### config.mk
export PLATFORM = sky130hd
export DESIGN_NAME = block_dropper
export DESIGN_NICKNAME = d
export VERILOG_FILES = /design/src/rtl/block_dropper.sv
export SDC_FILE = /design/constraint.sdc
export NUM_CORES = 1
export LEC_CHECK = 0
export ABC_AREA = 1
export CAP_MARGIN = 0
export CORE_ASPECT_RATIO = 1.75
export CORE_MARGIN = 2
export CORE_UTILIZATION = 53
export CTS_CLUSTER_DIAMETER = 100
export CTS_CLUSTER_SIZE = 10
export DETAILED_ROUTE_END_ITERATION = 12
export GPL_TIMING_DRIVEN = 0
export PLACE_DENSITY = 0.86
export SLEW_MARGIN = 5
export SYNTH_ARGS = -nofsm -noshare
export SYNTH_HDL_FRONTEND = slang
export SYNTH_SLANG_ARGS = --single-unit
export TNS_END_PERCENT = 20
### constraint.sdc
create_clock -name clk -period 3.9 [get_ports clk]
set_input_delay 0.39 -clock clk [delete_from_list [all_inputs] [get_ports clk]]
set_output_delay 0.39 -clock clk [all_outputs]
set_load 0.01 [all_outputs]
### src/rtl/block_dropper.sv
// Falling-block controller: spawns a block at a clamped random x and drops it on each frame tick
// until it reaches the stack top. Define DROP_ACCEL_EN to make the fall speed ramp up to 15.
module block_dropper #(
  parameter int unsigned SCREEN_W  = 640,
  parameter int unsigned BLOCK_W   = 80,
  parameter int unsigned DROP_STEP = 4
) (
  input  logic       clk,
  input  logic       rst,
  input  logic [9:0] rnd,
  input  logic       tick,
  input  logic       spawn,
  input  logic [9:0] stack_y,
  output logic       busy,
  output logic       active,
  output logic [9:0] block_x,
  output logic [9:0] block_y,
  output logic       landed,
  output logic [9:0] land_x
);

  localparam logic [9:0] MaxX     = 10'(SCREEN_W - BLOCK_W);
  localparam logic [3:0] StepInit = 4'(DROP_STEP);

  typedef enum logic [1:0] {StIdle, StSpawn, StFall, StLand} state_e;

  state_e      state_q, state_d;
  logic [9:0]  rnd_q, rnd_d;
  logic [9:0]  x_q, x_d;
  logic [9:0]  y_q, y_d;
  logic [9:0]  land_x_q, land_x_d;
  logic        busy_q, busy_d;
  logic        active_q, active_d;
  logic        landed_q, landed_d;
  logic [10:0] next_y;

`ifdef DROP_ACCEL_EN
  logic [3:0] step_q, step_d;
`else
  logic [3:0] step_q;
  assign step_q = StepInit;
`endif

  always_comb begin
    state_d  = state_q;
    rnd_d    = rnd_q;
    x_d      = x_q;
    y_d      = y_q;
    land_x_d = land_x_q;
`ifdef DROP_ACCEL_EN
    step_d   = step_q;
`endif
    // 11-bit sum so a step past y=1023 still compares correctly against the stack
    next_y   = {1'b0, y_q} + {7'd0, step_q};

    unique case (state_q)
      StIdle: begin
        if (spawn) begin
          rnd_d   = rnd;
          state_d = StSpawn;
        end
      end
      StSpawn: begin
        x_d     = (rnd_q > MaxX) ? MaxX : rnd_q;
        y_d     = 10'd0;
`ifdef DROP_ACCEL_EN
        step_d  = StepInit;
`endif
        state_d = StFall;
      end
      StFall: begin
        if (tick) begin
          if (next_y >= {1'b0, stack_y}) begin
            y_d      = stack_y;
            land_x_d = x_q;
            state_d  = StLand;
          end else begin
            y_d = next_y[9:0];
          end
`ifdef DROP_ACCEL_EN
          step_d = (step_q == 4'd15) ? step_q : step_q + 4'd1;
`endif
        end
      end
      StLand: begin
        state_d = StIdle;
      end
      default: begin
        state_d = StIdle;
      end
    endcase

    // Status outputs are registered from the next state so they line up with it.
    busy_d   = (state_d != StIdle);
    active_d = (state_d == StSpawn) || (state_d == StFall);
    landed_d = (state_d == StLand);
  end

  always_ff @(posedge clk) begin
    if (!rst) begin
      state_q  <= StIdle;
      rnd_q    <= 10'd0;
      x_q      <= 10'd0;
      y_q      <= 10'd0;
      land_x_q <= 10'd0;
      busy_q   <= 1'b0;
      active_q <= 1'b0;
      landed_q <= 1'b0;
`ifdef DROP_ACCEL_EN
      step_q   <= StepInit;
`endif
    end else begin
      state_q  <= state_d;
      rnd_q    <= rnd_d;
      x_q      <= x_d;
      y_q      <= y_d;
      land_x_q <= land_x_d;
      busy_q   <= busy_d;
      active_q <= active_d;
      landed_q <= landed_d;
`ifdef DROP_ACCEL_EN
      step_q   <= step_d;
`endif
    end
  end

  assign busy    = busy_q;
  assign active  = active_q;
  assign block_x = x_q;
  assign block_y = y_q;
  assign landed  = landed_q;
  assign land_x  = land_x_q;

endmodule

==> reports/metrics.cfg <==
[clock_network]
clockRootBuffer = clkbuf_8
cts_tree = done
cts_sinks = 45
clk_pin_slew_ps = 90
ctsHoldBuffers = 0
clk_latency_ps = 300
h-tree-depth = 2
cts_made_buffers = 5
clock_path_buffers = 2
cts_setup_buffers = 0
post_cts_resized = 0

[power]
peakVddDrop_uv = 385.6
power.density_mw_per_mm2 = 355.0
seqPwrFrac_pct = 50.0
switching_share_pct = 29.92
pwr-share-clk_pct = 27.2
p_sw_uw = 316.4
p_comb_share_pct = 22.8
p_int_uw = 741.2
p_leak_uw = 0.001372

[detailed_routing]
first_pass_iters = 4
wirelength_um = 5116
antenna_left = 0
viasPerCell = 5.133
drt_iter0_markers = 39
drcViolationCount = 0
wire_per_inst_um = 11.98
routed-via-count = 2192

[layout]
utilization_pct = 72.46
diodes = 0
nNetsFinal = 418
fill_cells = 352
drive_gt1_share_pct = 5.820
post_layout_nonfiller_instances = 427
area_delta_synth_final_pct = 31.40

[sta]
worst_pin_slew_ps = 696.8
finalSetupViolCount = 0
timing.final.crit_share_pct = 76.31
finalHoldViolations = 0
max_slew_margin_pct = 53.54
period_needed_ps = 2976
slew_viol_final = 0
clock_skew_ps = 7.335
fmax_mhz = 336.0
tns_ps = 0
rsz0062_at_grt = no

[floorplan]
dieHeight_um = 90.52
fp-row-count = 31
die_area_mm2 = 0.004837
initial_core_util_pct = 55.14
core_mm2 = 0.004111
die_w_um = 53.44
io_pins = 57

[place]
gp_congestion = 0.8761
portBuffers = 56
hpwl_um = 4067
place_inst = 419

[yosys]
synth.cell_area_mm2 = 0.002267
synth-edff-count = 0
synth.yosys.seq_area_share_pct = 39.74
mappedNetlistNets = 355
synth_flop_cell = dfxtp_1
synth_area_leader_cell = dfxtp_1
netlist.area_leader.share_pct = 39.74
syn_avg_cell_area_um2 = 7.220
async_flop_share_pct = 0
yosys-top-cells-area = dfxtp_1 (40%), nand2_1 (10%), ha_1 (9.4%), nor2_1 (7.8%), inv_1 (6.8%)
synthDistinctLibCells = 28
syn_inst = 314
synth.ff_latch_count = 45
synth_warnings = 0
yosysMostFrequentCell = nand2_1
yosys-top-cells-count = nand2_1 (61), nor2_1 (47), dfxtp_1 (45)

[global_routing]
grt_pass1_vias = 2016
grt_max_degree = 16
grt_antenna_before_repair = 0
track_usage_pct = 22.58
grt_pass1_wl_um = 8342
grt_remaining_overflow = 0

[setup_path]
rrSetupSlack_ps = 920
r2r_end = active
worstPathRequired_ps = 4110
r2r_start = block_y[2]
reg2reg_depth = 18
critical_path_class = register to register
end_kind = register
worstSetupStartpointType = register
startpoint = block_y[2]
crit_fanout = 9
arrival_ps = 3180

[run]
drv_cap = 0

[hold_path]
hold_class = register to register
hold_depth = 2
hold_path_end = block_x[3]
hp-start = rnd_q[3]

[run_status]
status = finished, final reports clean

## placed cells by master (no fill, tap or decap), types with 2 or more instances in the layout
| cell | n |
|---|---|
| nand2_2 | 2 |
| clkbuf_1 | 6 |
| nand2_4 | 2 |
| inv_2 | 2 |
| xor2_1 | 3 |
| clkbuf_8 | 5 |
| o21ai_0 | 20 |
| nand3b_1 | 2 |
| inv_1 | 41 |
| nor2_1 | 47 |
| a21oi_1 | 23 |
| dfxtp_1 | 45 |
| nand2_1 | 61 |
| o21ai_1 | 10 |
| ha_1 | 17 |
| clkdlybuf4s50_1 | 56 |
| nand3_1 | 19 |
| nor2_2 | 2 |
## critical path, stage by stage, from the launching register on
cell	delay, ps
dfxtp_1	440
ha_1	230
nand3_2	160
nor2_1	150
xor2_1	220
inv_1	70
ha_1	310
a21oi_1	130
o21bai_1	110
nor2_4	270
nand2_4	120
nand2_1	70
nand2_1	50
nand2_1	80
nand2_1	80
inv_1	70
ha_1	220
nand2_1	70
inv_1	30
## metrics by stage
stage	instance area (um2)	hold slack, ps	power (uW)	setup WS, ps
after detailed placement	2889	471.3	780.7	948.5
after CTS	2979	485.1	1061	932.8
final	2979	480.9	1058	923.8
after global routing	2979	511.2	1116	637.4
after floorplan	2267	444.2	670.8	1288
after global placement	2889	462.6	770.5	1036
## cell families (layout without fill, tap and decap cells)
kind of cell | Yosys count | in the layout | synth area share, %
xor gates and xnor gates | 3 | 3 | 1.159
adders and majority gates | 17 | 17 | 9.382
DFF | 45 | 45 | 39.73
AOI/OAI and AO/OA | 56 | 56 | 12.64
and+or+nand+nor | 141 | 141 | 27.26
buffers and inverters | 52 | 116 | 9.824
## power by group through the flow
stage          Combinational (uW)  Clock, uW  Sequential (uW)
6_report                      241        288              529
5_1_grt                       267        315              534
3_3_place_gp                  232          0              538
2_1_floorplan                 126          0              545
4_1_cts                       243        290              529
3_5_place_dp                  241          0              539
## layer usage
metal  wire (um)  vias to the layer above  global-route usage [%]
met2        2897                       46                   45.27
met1        1985                     1012                   20.59
li1            -                     1126                       -
met5           0                        -                       0
met3         150                        8                   3.974
met4          81                        0                   7.265
## area by class of cell
class                   count  area (um2)  area share (%)
inverters                  43       161.4           5.418
multi-input cells         217        1144           38.39
clock buffers               5       68.82           2.310
clock inverters             3       21.27          0.7140
repair buffers             56       560.5           18.82
flip-flops and latches     45       900.9           30.24
well taps                  49       61.31           2.058
plain buffers               9       61.31           2.058
## how the worst max path moves through the flow
stage              to  slack [ps]  cells after the start
3_5_place_dp   active         950                     18
4_1_cts        active         930                     18
5_1_grt        active         640                     18
6_report       active         920                     18
3_3_place_gp   active        1040                     18
2_1_floorplan  active        1290                     18
## state kept, by name (all words and copies together) (netlist names)
signal   flops
land_x      10
state_q      2
rnd_q       10
landed       1
block_y     10
block_x     10
active       1
busy         1
No activity file was read; power rests on OpenSTA's default activity.
